===== src/rtl/sr04_pkg.sv =====
// Shared types and derived timing constants for the HC-SR04 ranging controller.
// Latency: none (declarations only).
// Backpressure: not applicable.
package sr04_pkg;

  // Ranging sequencer states
  typedef enum logic [1:0] {
    IDLE      = 2'd0,
    TRIG      = 2'd1,
    WAIT_ECHO = 2'd2,
    MEASURE   = 2'd3
  } state_t;

  // Nominal board clock and trigger width
  localparam int unsigned CLK_HZ_NOM  = 100_000_000;
  localparam int unsigned TRIG_US_NOM = 10;

  // System clock cycles per microsecond
  function automatic int unsigned cyc_per_us(input int unsigned clk_hz);
    return clk_hz / 1_000_000;
  endfunction

  // Trigger pulse length in system clock cycles
  function automatic int unsigned trig_cycles(input int unsigned clk_hz,
                                              input int unsigned trig_us);
    return trig_us * cyc_per_us(clk_hz);
  endfunction

endpackage


===== src/rtl/sr04_btn_debounce.sv =====
// Button debouncer: 2-FF sync, sampled at DB_TICK_HZ, level accepted after DB_SAMPLES equal samples.
// Latency: 2 sync cycles + DB_SAMPLES sample ticks + 1 cycle to the registered press pulse.
// Backpressure: none; emits a single-cycle pulse on each accepted rising level.
module sr04_btn_debounce #(
  parameter int unsigned CLK_HZ     = 100_000_000,
  parameter int unsigned DB_TICK_HZ = 100_000,
  parameter int unsigned DB_SAMPLES = 8
) (
  input  logic clk,
  input  logic rst,
  input  logic i_btn,
  output logic o_btn
);

  localparam int unsigned TDIV  = CLK_HZ / DB_TICK_HZ;
  localparam int unsigned TD_W  = (TDIV > 1) ? $clog2(TDIV) : 1;
  localparam int unsigned CNT_W = (DB_SAMPLES > 1) ? $clog2(DB_SAMPLES) : 1;

  logic             r_s1;
  logic             r_s2;
  logic [TD_W-1:0]  r_tdiv;
  logic [CNT_W-1:0] r_cnt;
  logic             r_level;
  logic             w_tick;
  logic             w_accept;

  assign w_tick   = (r_tdiv == TD_W'(TDIV - 1));
  // Last of DB_SAMPLES consecutive samples disagreeing with the accepted level
  assign w_accept = w_tick && (r_s2 != r_level) && (r_cnt == CNT_W'(DB_SAMPLES - 1));

  // Two-flop synchronizer for the raw button
  always_ff @(posedge clk) begin
    if (!rst) begin
      r_s1 <= 1'b0;
      r_s2 <= 1'b0;
    end else begin
      r_s1 <= i_btn;
      r_s2 <= r_s1;
    end
  end

  // Free-running sample-rate divider
  always_ff @(posedge clk) begin
    if (!rst || w_tick) begin
      r_tdiv <= '0;
    end else begin
      r_tdiv <= r_tdiv + TD_W'(1);
    end
  end

  // Count consecutive disagreeing samples; any agreeing sample restarts the run
  always_ff @(posedge clk) begin
    if (!rst) begin
      r_cnt   <= '0;
      r_level <= 1'b0;
    end else if (w_tick) begin
      if (r_s2 == r_level) begin
        r_cnt <= '0;
      end else if (w_accept) begin
        r_cnt   <= '0;
        r_level <= r_s2;
      end else begin
        r_cnt <= r_cnt + CNT_W'(1);
      end
    end
  end

  // One-cycle pulse when the accepted level goes high
  always_ff @(posedge clk) begin
    if (!rst) begin
      o_btn <= 1'b0;
    end else begin
      o_btn <= w_accept & r_s2;
    end
  end

endmodule


===== src/rtl/sr04_controller.sv =====
// HC-SR04 ranging controller: press -> 10 us trigger -> time echo -> distance in cm (build option SR04_DEBOUNCE_EN adds the button debouncer).
// Latency: start 3 cycles after btn_r rise (70-90 us with debouncer); distance updates the cycle after the synced echo fall.
// Backpressure: none; start requests outside IDLE and echo edges outside WAIT_ECHO/MEASURE are dropped.
module sr04_controller
  import sr04_pkg::*;
#(
  parameter int unsigned CLK_HZ       = CLK_HZ_NOM,
  parameter int unsigned TRIG_US      = TRIG_US_NOM,
  parameter int unsigned US_PER_CM    = 58,
  parameter int unsigned DIST_MAX     = 400,
  parameter int unsigned ECHO_WAIT_US = 100_000,
  parameter int unsigned ECHO_MAX_US  = 30_000
`ifdef SR04_DEBOUNCE_EN
  ,
  parameter int unsigned DB_TICK_HZ   = 100_000,
  parameter int unsigned DB_SAMPLES   = 8
`endif
) (
  input  logic       clk,
  input  logic       rst,
  input  logic       btn_r,
  input  logic       echo,
  output logic       o_trigger,
  output logic [8:0] distance
);

  localparam int unsigned CPU      = cyc_per_us(CLK_HZ);
  localparam int unsigned TRIG_CYC = trig_cycles(CLK_HZ, TRIG_US);
  localparam int unsigned DIV_W    = (CPU > 1) ? $clog2(CPU) : 1;
  localparam int unsigned TRG_W    = (TRIG_CYC > 1) ? $clog2(TRIG_CYC) : 1;
  localparam int unsigned US_LIM   = (ECHO_WAIT_US > ECHO_MAX_US) ? ECHO_WAIT_US : ECHO_MAX_US;
  localparam int unsigned US_W     = $clog2(US_LIM + 1);
  localparam int unsigned SUB_W    = (US_PER_CM > 1) ? $clog2(US_PER_CM) : 1;

  state_t           r_state;
  state_t           w_state_nxt;
  logic             r_echo_s1;
  logic             r_echo_s2;
  logic             r_echo_d;
  logic [DIV_W-1:0] r_div;
  logic [TRG_W-1:0] r_trig_cnt;
  logic [US_W-1:0]  r_us_cnt;
  logic [SUB_W-1:0] r_sub_cnt;
  logic [8:0]       r_cm;
  logic [8:0]       w_cm_nxt;
  logic             w_start;
  logic             w_state_chg;
  logic             w_tick;
  logic             w_echo_rise;
  logic             w_echo_fall;
  logic             w_trig_done;
  logic             w_wait_to;
  logic             w_meas_to;
  logic             w_sub_wrap;
  logic             w_cm_inc;
  logic             w_trig_nxt;
  logic             w_dist_ld;
  logic             w_dist_sat;

`ifdef SR04_DEBOUNCE_EN
  sr04_btn_debounce #(
    .CLK_HZ     (CLK_HZ),
    .DB_TICK_HZ (DB_TICK_HZ),
    .DB_SAMPLES (DB_SAMPLES)
  ) u_btn_db (
    .clk   (clk),
    .rst   (rst),
    .i_btn (btn_r),
    .o_btn (w_start)
  );
`else
  logic r_btn_s1;
  logic r_btn_s2;
  logic r_btn_d;

  // Synchronize the button and keep one delayed copy for edge detection
  always_ff @(posedge clk) begin
    if (!rst) begin
      r_btn_s1 <= 1'b0;
      r_btn_s2 <= 1'b0;
      r_btn_d  <= 1'b0;
    end else begin
      r_btn_s1 <= btn_r;
      r_btn_s2 <= r_btn_s1;
      r_btn_d  <= r_btn_s2;
    end
  end

  assign w_start = r_btn_s2 & ~r_btn_d;
`endif

  assign w_state_chg = (w_state_nxt != r_state);
  assign w_tick      = (r_div == DIV_W'(CPU - 1));
  assign w_echo_rise = r_echo_s2 & ~r_echo_d;
  assign w_echo_fall = ~r_echo_s2 & r_echo_d;
  assign w_trig_done = (r_trig_cnt == TRG_W'(TRIG_CYC - 1));
  assign w_wait_to   = (r_state == WAIT_ECHO) && w_tick && (r_us_cnt == US_W'(ECHO_WAIT_US - 1));
  assign w_meas_to   = (r_state == MEASURE) && w_tick && (r_us_cnt == US_W'(ECHO_MAX_US - 1));
  assign w_sub_wrap  = (r_state == MEASURE) && w_tick && (r_sub_cnt == SUB_W'(US_PER_CM - 1));
  assign w_cm_inc    = w_sub_wrap && (r_cm < 9'(DIST_MAX));

  // Echo synchronizer plus one delay stage for rise/fall detection
  always_ff @(posedge clk) begin
    if (!rst) begin
      r_echo_s1 <= 1'b0;
      r_echo_s2 <= 1'b0;
      r_echo_d  <= 1'b0;
    end else begin
      r_echo_s1 <= echo;
      r_echo_s2 <= r_echo_s1;
      r_echo_d  <= r_echo_s2;
    end
  end

  // 1 MHz tick prescaler, realigned on every state change so intervals start clean
  always_ff @(posedge clk) begin
    if (!rst || w_state_chg || w_tick) begin
      r_div <= '0;
    end else begin
      r_div <= r_div + DIV_W'(1);
    end
  end

  // Trigger width counter, runs only while in TRIG
  always_ff @(posedge clk) begin
    if (!rst || w_state_chg || (r_state != TRIG)) begin
      r_trig_cnt <= '0;
    end else begin
      r_trig_cnt <= r_trig_cnt + TRG_W'(1);
    end
  end

  // Elapsed microseconds in WAIT_ECHO / MEASURE for the timeouts
  always_ff @(posedge clk) begin
    if (!rst || w_state_chg) begin
      r_us_cnt <= '0;
    end else if (w_tick && ((r_state == WAIT_ECHO) || (r_state == MEASURE))) begin
      r_us_cnt <= r_us_cnt + US_W'(1);
    end
  end

  // Microseconds within the current centimetre
  always_ff @(posedge clk) begin
    if (!rst || w_state_chg) begin
      r_sub_cnt <= '0;
    end else if (w_tick && (r_state == MEASURE)) begin
      r_sub_cnt <= w_sub_wrap ? '0 : r_sub_cnt + SUB_W'(1);
    end
  end

  // Centimetre count including this cycle's increment, so a fall on a tick edge is not lost
  always_comb begin
    w_cm_nxt = r_cm;
    if (w_cm_inc) begin
      w_cm_nxt = r_cm + 9'd1;
    end
  end

  // Saturating centimetre counter
  always_ff @(posedge clk) begin
    if (!rst || w_state_chg) begin
      r_cm <= '0;
    end else begin
      r_cm <= w_cm_nxt;
    end
  end

  // FSM state register
  always_ff @(posedge clk) begin
    if (!rst) begin
      r_state <= IDLE;
    end else begin
      r_state <= w_state_nxt;
    end
  end

  // FSM next-state logic; echo fall wins over the MEASURE timeout
  always_comb begin
    w_state_nxt = r_state;
    case (r_state)
      IDLE:      if (w_start) w_state_nxt = TRIG;
      TRIG:      if (w_trig_done) w_state_nxt = WAIT_ECHO;
      WAIT_ECHO: begin
        if (w_echo_rise)    w_state_nxt = MEASURE;
        else if (w_wait_to) w_state_nxt = IDLE;
      end
      MEASURE:   if (w_echo_fall || w_meas_to) w_state_nxt = IDLE;
      default:   w_state_nxt = IDLE;
    endcase
  end

  // FSM outputs: trigger level and distance-load strobes
  always_comb begin
    w_trig_nxt = (w_state_nxt == TRIG);
    w_dist_ld  = (r_state == MEASURE) && w_echo_fall;
    w_dist_sat = (r_state == MEASURE) && !w_echo_fall && w_meas_to;
  end

  // Registered sensor trigger and distance result
  always_ff @(posedge clk) begin
    if (!rst) begin
      o_trigger <= 1'b0;
      distance  <= '0;
    end else begin
      o_trigger <= w_trig_nxt;
      if (w_dist_ld) begin
        distance <= w_cm_nxt;
      end else if (w_dist_sat) begin
        distance <= 9'(DIST_MAX);
      end
    end
  end

endmodule


===== config.mk =====
export PLATFORM = sky130hd
export DESIGN_NAME = sr04_controller
export DESIGN_NICKNAME = d
export VERILOG_FILES = /design/src/rtl/sr04_pkg.sv /design/src/rtl/sr04_btn_debounce.sv /design/src/rtl/sr04_controller.sv
export SDC_FILE = /design/constraint.sdc
export NUM_CORES = 1
export LEC_CHECK = 0
export CORE_MARGIN = 2
export CORE_UTILIZATION = 50
export CTS_CLUSTER_DIAMETER = 200
export DETAILED_ROUTE_END_ITERATION = 7
export GPL_TIMING_DRIVEN = 0
export PLACE_DENSITY = 0.72
export SETUP_SLACK_MARGIN = 0.02
export SLEW_MARGIN = 30
export SYNTH_ARGS = -nofsm -noshare
export SYNTH_HDL_FRONTEND = slang
export SYNTH_SLANG_ARGS = --single-unit

===== constraint.sdc =====
create_clock -name clk -period 2 [get_ports clk]
set_clock_uncertainty 0.1 [all_clocks]
set_input_delay 0.4 -clock clk [delete_from_list [all_inputs] [get_ports clk]]
set_output_delay 0.4 -clock clk [all_outputs]
set_load 0.01 [all_outputs]

* Word level (Yosys, flattened, before mapping)
Index checks and enable logic that the tools add are counted.
** Storage, ports and cells
- Register bits after elaboration :: 67
- Bits in latches :: 0
- RAM bits :: 0
- Bits in read-only memories :: 0
- Word-level logic and storage cells :: 66
- Memories kept :: 0
** Operators by class
- $add $sub $neg :: 5
- $mul :: 0
- Divide/modulo/power cells :: 0
- $lt $le $gt $ge :: 1
- Equal/unequal tests :: 11
- Shift-type cells :: 0
- Muxes and demuxes :: 10
- Bitwise operators :: 6
- Reduce and logical (&&, ||, !) cells :: 19
** Operators by type and width (number)
- 9-bit two-way mux :: 3
- 17-bit by 1-bit adder with 17-bit output (second input constant) :: 1
- 17-bit by 15-bit equality test with 1-bit output (second input constant) :: 1
- 17-bit equality test (second input constant) :: 1
- 10-bit by 1-bit adder with 10-bit output (second input constant) :: 1
- 10-bit equality test (second input constant) :: 1
- 1-bit logical AND :: 10
- 2-bit two-way mux :: 5
- 9-bit by 1-bit adder with 9-bit output (second input constant) :: 1
- 9-bit less-than comparator (second input constant) :: 1
- 2-bit case mux with 4 select lines :: 1
- 7-bit by 1-bit adder with 7-bit output (second input constant) :: 1
- 7-bit equality test (second input constant) :: 1
- 6-bit by 1-bit adder with 6-bit output (second input constant) :: 1
- 6-bit equality test (second input constant) :: 1
- 6-bit two-way mux :: 1
- 1-bit logical OR :: 5
- 2-bit by 1-bit equality test with 1-bit output (second input constant) :: 2
- 2-bit equality test (second input constant) :: 2
- 1-bit bitwise AND :: 3
- 1-bit inverter :: 3
- 1-bit logical NOT :: 2
- 2-bit logical NOT :: 1
- 2-bit by 1-bit inequality test with 1-bit output (second input constant) :: 1
- other kinds (2) :: 2

* Depth between registers and ports, before layout
Gate-level depths: netlist of run 1.
- Depth in word-level cells :: 9
- Gate-level depth with buffers :: 8
- Mapped depth without buffers :: 7

* Worst setup path before layout of run 1
Ideal clock, no wire load.
- Path type :: register to register
- Start point :: register r_trig_cnt[0]
- End point :: register r_cm[8]
- Arrival time :: 1850 ps
- Slack :: -71 ps
- Stages on the path, launching flop included :: 8
- Buffers on the path :: 1
- Period minus slack after synthesis :: 2071 ps
- Path through :: dfxtp_1 ha_1 nand4b_1 or4b_4 nor3b_1 a22oi_4 buf_6 nor2_1
** Between the ends
- Cells in the longest elaborated chain, start to end :: 5
** Ends and longest elaborated chain
- start: declaration :: line sr04_controller.sv:41 : logic [TRG_W-1:0] r_trig_cnt;
- start signal: assignment :: line sr04_controller.sv:129 : r_trig_cnt <= r_trig_cnt + TRG_W'(1);
- 10-bit equality test :: line sr04_controller.sv:96 : assign w_trig_done = (r_trig_cnt == TRG_W'(TRIG_CYC - 1));
- 2-bit two-way mux :: line sr04_controller.sv:182 : TRIG: if (w_trig_done) w_state_nxt = WAIT_ECHO;
- 2-bit case mux with 4 select lines :: line sr04_controller.sv:180 : case (r_state)
- 2-bit inequality test :: line sr04_controller.sv:92 : assign w_state_chg = (w_state_nxt != r_state);
- 1-bit logical OR :: line sr04_controller.sv:161 : if (!rst || w_state_chg) begin
- end signal: assignment :: line sr04_controller.sv:164 : r_cm <= w_cm_nxt;
- end: declaration :: line sr04_controller.sv:44 : logic [8:0] r_cm;
Every way passes these cells.
A chain may end at the register's enable or synchronous reset.

* Worst setup path in the final report of run 1
- Start point :: register r_trig_cnt[1]
- End point :: register r_div[3]
** Between the ends
- Cells in the longest elaborated chain, start to end :: 6
** Ends and longest elaborated chain
- 10-bit equality test :: line sr04_controller.sv:96
- 2-bit two-way mux :: line sr04_controller.sv:182
- 2-bit case mux with 4 select lines :: line sr04_controller.sv:180
- 2-bit inequality test :: line sr04_controller.sv:92
- 1-bit logical OR (2 in a row) :: line sr04_controller.sv:117 : if (!rst || w_state_chg || w_tick) begin
- end signal: assignment :: line sr04_controller.sv:120 : r_div <= r_div + DIV_W'(1);
- end: declaration :: line sr04_controller.sv:40 : logic [DIV_W-1:0] r_div;
Every way passes these cells.

==> impl_results.md, run 1 <==
- XOR/XNOR share of the synthesized area: 11.5%
- Post-Synth Adder-Cell Area: 2.53%
- First-pass GRT wire length: 10300 um
- Synth-to-layout area growth: 27.0%
- Later-pin clock latency in the skew report: 0.34 ns
- Max Slew Vio Count: 0
- Mean number of vias per cell: 5.40
- Fin cells: 443
- Hold Path Depth: 1
- Synth cell types: 43
- Design area: 3770 um2
- Simple-gate area share of the yosys netlist: 30.3%
- Yosys warning count: 0
- Remaining global-route overflow: 0
- Vias in the first global route: 2313
- Max cap viols: 0
- Post-route core utilization: 64.8%
- DIE WIDTH: 81.0 um
- CORE AREA: 5820 um2
- Finish-stage setup viols: 27
- Mux contribution to synthesized area: 0.675%
- Post-DP HPWL: 3910 um
- Number of antenna diodes: 0
- Detail Route Antenna Nets: 0
- Worst Slack Setup Final: -0.0238 ns
- Commonest non-fill, non-tap cell in the layout: dfxtp_1
- R2R depth: 8
- CTS Hold Bufs: 0
- Critical Path RT: 2.13 ns
- Kind of end point of the critical path: register
- RePlAce Congestion: 0.819
- Final hold violations: 0
- Initial antenna violation count: 0
- Post-synthesis compound-gate area fraction: 6.91%
- Residual DRC: 0
- Clk root buf: clkbuf_8
- Share of layout cells above drive strength 1: 21.7%
- Final WL: 6160 um
- Peak supply drop: 518 uV
- Die height: 81.0 um
- Max_slew headroom: 69.7%
- Crit path kind: reg2reg
- Final period util: 101%
- Slowest library cell on the worst path: or4b_4
- # rows: 28
- Drt first pass iters: 4
- RSZ-0062 raised after global routing: yes
- Cell taking the most area after synthesis: dfxtp_1
- Largest net degree at the start of global routing: 13
- Placed inst area: 3210 um2
- Fillers: 480
- Peak Freq: 494 MHz
- Main area contributors after synthesis: dfxtp_1, nor2_1, xor2_1
- Critical path's largest stage delay: 0.52 ns
- Worst-Margin Slew: 0.451 ns
- Failing checks: negative setup slack
- Iter 0 DRT Violations: 84
- CTS H-tree depth: 3
- I/O pin cnt: 14
- Net Count, Synth: 334
- Cell Pwr Density: 745 nW/um2
- Most frequent cells in the layout: dfxtp_1, nor2_1, nand2_1, xor2_1, xnor2_1
- Inst Count DP: 412
- Multi-input logic area: 1700 um2
- Die ar.: 6570 um2
- HP Class: reg2reg
- Synthesized cell area: 2970 um2
- Worst Path Arrival: 2.15 ns
- Mapped Cells: 324
- Critical-path cell list: ha_4, nand4b_1, or4b_4, nor3b_4, a22oi_4, buf_12, buf_8, nor2_1
- Synth Register Bits: 67
- Avg Cell Area, Syn: 9.16 um2
- Setup TNS: -0.249 ns
- Top-area cell type share of the netlist area: 45.2%
- Total track usage: 20.4%
- Seq/Total Area, Yosys: 45.2%
- CP Launch Type: register
- CTS tree: done
- Post-layout nets: 374
- Register area: 1360 um2
- Clock buffer depth: 2
- Status: complete, but fails checks
- Via count: 2394
- WL/cell: 13.9 um
- Largest family of logic cells by synthesized area: simple AND/OR/NAND/NOR gates
- P_leak: 1.33 nW
- Min cycle time layout: 2.02 ns
- Clock Sink Count: 67
- CP Max Fanout: 8
- IO buf count: 13
- Cts bufs inserted: 9
- Initial core utilization: 51.0%
- CTS clock-pin slew for the worst setup and hold paths: 0.07 ns
final cells by class:
| type | count | area share (%) |
|---|---|---|
| Timing Repair Buffer | 29 | 7.27 |
| Multi-Input combinational cell | 243 | 45.1 |
| Inverter | 5 | 0.564 |
| Sequential cell | 67 | 36.0 |
| Clock inverter | 6 | 3.05 |
| Tap cell | 75 | 2.49 |
| Buffer | 9 | 2.26 |
| Clock buffer | 9 | 3.29 |
stage by stage:
| step | setup WS (ns) | total power (W) | hold WS, ns |
|---|---|---|---|
| after CTS | -0.0644 | 0.00284 | 0.338 |
| after detailed placement | -0.269 | 0.00146 | 0.321 |
| after global placement | -0.226 | 0.00146 | 0.314 |
| after floorplan | 0.0201 | 0.00144 | 0.304 |
| final | -0.0238 | 0.00281 | 0.333 |
| after global routing | -0.120 | 0.00290 | 0.353 |
timing repair:
item                                   in CTS  in global routing
buffers inserted                           10                  3
resized for setup                          28                 28
endpoints found under the hold margin       0                  0
gates cloned                                3                  0
pin swaps                                  18                 12
setup endpoints to repair                  48                 44
logic make-up (layout without fill, tap and decap cells):
logic type | Yosys count | count (layout)
adders and majority gates | 6 | 6
AOI/OAI and AO/OA | 27 | 27
muxes | 2 | 2
DFF | 67 | 67
buffers and inverters | 14 | 58
xor gates and xnor gates | 39 | 39
and+or+nand+nor | 169 | 169
power by group:
group | switching [W] | total [W] | internal (W)
clock | 0.000521 | 0.00135 | 0.000825
combinational | 0.0000516 | 0.000109 | 0.0000573
sequential | 0.0000104 | 0.00136 | 0.00134
sequential cells by signal, summed over array words and instances (netlist names):
signal      count
r_us_cnt       17
r_echo_s1       1
r_btn_s2        1
r_echo_s2       1
o_trigger       1
r_echo_d        1
r_btn_d         1
r_sub_cnt       6
r_trig_cnt     10
r_btn_s1        1
distance        9
r_div           7
r_state         2
r_cm            9
worst max-delay path, delay by kind of cell, from the launching register on:
kind,cells,cell delay (ns)
adder cells (fa/ha/maj),1,0.13
AND/OR/NAND/NOR,4,0.89
AO/OA/AOI/OAI,1,0.15
flip-flops,1,0.35
buffers and inverters,2,0.28
synth_stat cells:
| cell type | instances |
|---|---|
| buf_6 | 4 |
| nor4_1 | 3 |
| buf_2 | 2 |
| nand2b_1 | 6 |
| nor4bb_1 | 2 |
| o311ai_0 | 1 |
| nor4b_1 | 1 |
| or3b_1 | 1 |
| o221ai_1 | 1 |
| or4b_4 | 1 |
| nor3b_1 | 4 |
| inv_1 | 5 |
| nor2_2 | 1 |
| nand2_1 | 21 |
| nor3_2 | 1 |
| nor4_2 | 1 |
| and4b_1 | 1 |
| xnor2_1 | 19 |
| xor2_1 | 20 |
| and2_1 | 8 |
| clkbuf_1 | 3 |
| nor3_1 | 16 |
| nand4b_1 | 4 |
| ha_1 | 6 |
| a41o_1 | 1 |
| a22oi_4 | 1 |
| o21ai_0 | 6 |
| nand4bb_4 | 1 |
| or2_2 | 1 |
| nand4_1 | 8 |
| and3_1 | 7 |
| nor2_1 | 59 |
| nand3b_1 | 1 |
| o2bb2ai_1 | 6 |
| dfxtp_1 | 67 |
| and4_1 | 4 |
| a21oi_1 | 7 |
| or3_1 | 1 |
| nand3_1 | 15 |
| mux2i_1 | 2 |
| a41oi_1 | 3 |
| a31oi_2 | 1 |
| or2_1 | 1 |
metal layers:
| layer | up-vias | track usage (%) | part of all wire, % |
|---|---|---|---|
| li1 | 1218 | - | - |
| met1 | 1126 | 26.3 | 48 |
| met2 | 42 | 31.6 | 47 |
| met3 | 8 | 4.78 | 3.9 |
| met4 | 0 | 11.2 | 1.6 |
| met5 | - | 0 | 0 |
final timing paths:
path / startpoint / to / slack, ns
setup / recovery: r_trig_cnt[1] / r_div[3] / -0.02
hold / removal: r_btn_s1 / r_btn_s2 / 0.33
setup reg to reg: r_trig_cnt[1] / r_div[3] / -0.02
hold reg to reg: r_btn_s1 / r_btn_s2 / 0.33
(Power assumes the default switching activity.)
==> run 2, diff against run 1 <==
--- a/config.mk
+++ b/config.mk
@@ -8,6 +8,7 @@
 export CORE_MARGIN = 2
 export CORE_UTILIZATION = 50
 export CTS_CLUSTER_DIAMETER = 200
+export CTS_CLUSTER_SIZE = 8
 export DETAILED_ROUTE_END_ITERATION = 7
 export GPL_TIMING_DRIVEN = 0
 export PLACE_DENSITY = 0.72
==> results of run 2 <==
Same layout as run 1: the final DEF is identical, and so are final timing and power.
==> patch, RTL diff (flow settings as in run 1) <==
Reset style: asynchronous (`rst`), changed in 4 clocked blocks.
--- a/src/rtl/sr04_controller.sv
+++ b/src/rtl/sr04_controller.sv
@@ -74,7 +74,7 @@
   logic r_btn_d;
 
   // Synchronize the button and keep one delayed copy for edge detection
-  always_ff @(posedge clk) begin
+  always_ff @(posedge clk or negedge rst) begin
     if (!rst) begin
       r_btn_s1 <= 1'b0;
       r_btn_s2 <= 1'b0;
@@ -100,7 +100,7 @@
   assign w_cm_inc    = w_sub_wrap && (r_cm < 9'(DIST_MAX));
 
   // Echo synchronizer plus one delay stage for rise/fall detection
-  always_ff @(posedge clk) begin
+  always_ff @(posedge clk or negedge rst) begin
     if (!rst) begin
       r_echo_s1 <= 1'b0;
       r_echo_s2 <= 1'b0;
@@ -166,7 +166,7 @@
   end
 
   // FSM state register
-  always_ff @(posedge clk) begin
+  always_ff @(posedge clk or negedge rst) begin
     if (!rst) begin
       r_state <= IDLE;
     end else begin
@@ -197,7 +197,7 @@
   end
 
   // Registered sensor trigger and distance result
-  always_ff @(posedge clk) begin
+  always_ff @(posedge clk or negedge rst) begin
     if (!rst) begin
       o_trigger <= 1'b0;
       distance  <= '0;
Check against the original RTL: differs if rst is asserted again (counterexample within 4 cycles, from zero or initial values and one cycle with rst low); with rst held inactive, the same outputs for 10 cycles.
==> patch against run 1 <==
The flow still finishes with violations (negative setup slack); synthesized cell count stayed put; synthesized area is 1.9% higher; power is 5.6% lower; design area is 1.3% higher; routed wire length is 7.9% higher; non-clock buffer count is 5 lower; global-route usage is 1.4 points higher; setup slack worse by 0.15 ns; sequential cell count stayed put; highest routed layer unchanged.
==> patch: results (changes against run 1) <==
| Metric | Value |
|---|---|
| Outcome | finished with violations |
| Failing checks | negative setup slack |
| Commonest cells in the netlist | nor2_1, dfxtp_1, nand2_1 |
| GRT met2 Usage | 35.20% (+3.6 points) |
| Leakage | 1.437 nW (+8.1%) |
| Nets | 370 (-1.1%) |
| Area post-placement | 3271 um^2 (+2.0%) |
| Mean post-synth cell area | 9.338 um^2 (+1.9%) |
| Met1 Use GR | 27.64% (+1.3 points) |
| Sw frac | 23.68% (+2.9 points) |
| Sequential area share after synthesis | 47.31% (+2.1 points) |
| Layout Cells excl Fill | 440 (-0.68%) |
| Global Route Usage Sum | 21.86% (+1.4 points) |
| Ys flop type | dfxtp_1 |
| Worst EP arrival | 2.32 ns (+0.17 ns) |
| Crit-path slowest cell | or4b_4 |
| Routed vias | 2457 (+2.6%) |
| Post-synth ARST share | 26.87% (+27 points) |
| Largest net degree at the start of global routing | 21 (+8) |
| Power Internal | 2.024 mW (-9.1%) |
| Layout cells sized above 1 | 22.74% (+1.0 points) |
| GR Util met3 | 7.143% (+2.4 points) |
| Routed wire length | 6647 um (+7.9%) |
| Reg clk slew, reported paths | 0.08 ns |
| Initial drt markers | 117 (+39%) |
| Wl on met1 | 3003 um (+1.9%) |
| Vias in the first global route | 2348 (+1.5%) |
| Final WS setup | -0.1728 ns (-0.1491 ns) |
| CTS H-tree depth | 3 (unchanged) |
| Yosys cell types | 47 (+9.3%) |
| Registers with the most flip-flops | r_us_cnt x17, r_trig_cnt x10 |
| Worst-Margin Slew | 0.8487 ns (+0.3974 ns) |
| GPL Wtd Cong | 0.8606 (+5.0%) |
| Crit Path Max Fanout | 10 (+2) |
| VDD IR max | 0.0006331 V (+22%) |
| CP max stage delay | 0.54 ns (+0.02 ns) |
| Seq pwr share | 51.6% (+3.4 points) |
| # diodes | 0 (unchanged) |
| HPWL Detailed | 4123 um (+5.5%) |
| PortBufs | 13 (unchanged) |
| First-pass GRT wire length | 10880 um (+6.1%) |
| Sum Neg Setup Slack | -5.845 ns (-5.596 ns) |
| Met3 wire length | 236 um (-2.5%) |
| Synth area leaders | dfxtp_1, dfrtp_1, nor2_1 |
| Fillers | 510 (+6.3%) |
| Clk Latency, worst-skew pair | 0.35 ns |
| Setup violators final | 40 (+48%) |
| Met2 wire length | 3329 um (+16%) |
==> patch: changes by cell type after synthesis, sizes merged, moves of 3 or more <==
| cell | before | now |
|---|---|---|
| nand2 | 21 | 28 |
| nor2 | 60 | 51 |
| xnor2 | 19 | 14 |
| o2bb2ai | 6 | 0 |
| dfxtp | 67 | 49 |
| nand2b | 6 | 3 |
| nor2b | 0 | 5 |
| dfrtp | 0 | 18 |
| nor3b | 4 | 0 |
| nor3 | 17 | 11 |
| and2 | 8 | 3 |
| nand3 | 15 | 26 |
| nand4b | 4 | 0 |
==> patch: what timing repair did <==
item / 4_1_cts / 5_1_grt
setup endpoints to repair: 57 / 57
gates resized for setup: 23 / 39
endpoints found under the hold margin: 0 / 18
pin swaps: 16 / 15
setup buffers: 10 / 1
hold buffers: 0 / 1
cloned: 1 / 0
==> patch: area by class of cell <==
cell class	instances	area share, %
Buffer	7	1.998
Clock buffer	10	3.603
Clock inverter	6	1.867
Inverter	7	0.6878
Multi-Input combinational cell	242	44.74
Sequential cell	67	37.80
Tap cell	75	2.457
Timing Repair Buffer	26	6.846
==> patch: cells by family (layout without fill, tap and decap cells) <==
family / count (synthesis) / in the layout / synth area share [%]
buf+inv: 15 / 56 / 2.730
fa+ha+maj: 6 / 6 / 2.481
compound gates: 35 / 35 / 8.768
simple gates: 162 / 162 / 27.21
mux: 4 / 4 / 1.365
xor+xnor: 35 / 35 / 10.13
flops: 67 / 67 / 47.31
==> patch: through the flow <==
| stage | setup slack [ns] | util, % |
|---|---|---|
| 3_3_place_gp | -0.4550 | 55.57 |
| 3_5_place_dp | -0.5417 | 55.57 |
| 6_report | -0.1728 | 64.90 |
| 2_1_floorplan | -0.02016 | - |
| 4_1_cts | -0.1907 | 62.33 |
| 5_1_grt | -0.2497 | 64.90 |
==> patch: worst max-delay path: cells and delay by family, from the launching register on <==
kind	cells	cell delay, ns
simple gates	3	0.88
flops	1	0.35
compound gates	2	0.41
buf+inv	2	0.33
==> patch: final timing paths <==
path / startpoint / end / slack [ns] / cells past startpoint
max: r_us_cnt[5]$_SDFFE_PP0P_ / r_cm[5]$_SDFF_PP0_ / -0.17 / 7
min: r_btn_s1$_DFF_PN0_ / r_btn_s2$_DFF_PN0_ / 0.25 / 0
max reg2reg: r_us_cnt[5]$_SDFFE_PP0P_ / r_cm[5]$_SDFF_PP0_ / -0.17 / 7
min reg2reg: r_btn_s1$_DFF_PN0_ / r_btn_s2$_DFF_PN0_ / 0.25 / 0
max in group asynchronous: rst / o_trigger$_DFF_PN0_ / 0.61 / 2
min in group asynchronous: rst / distance[8]$_DFFE_PN0P_ / 0.66 / 2
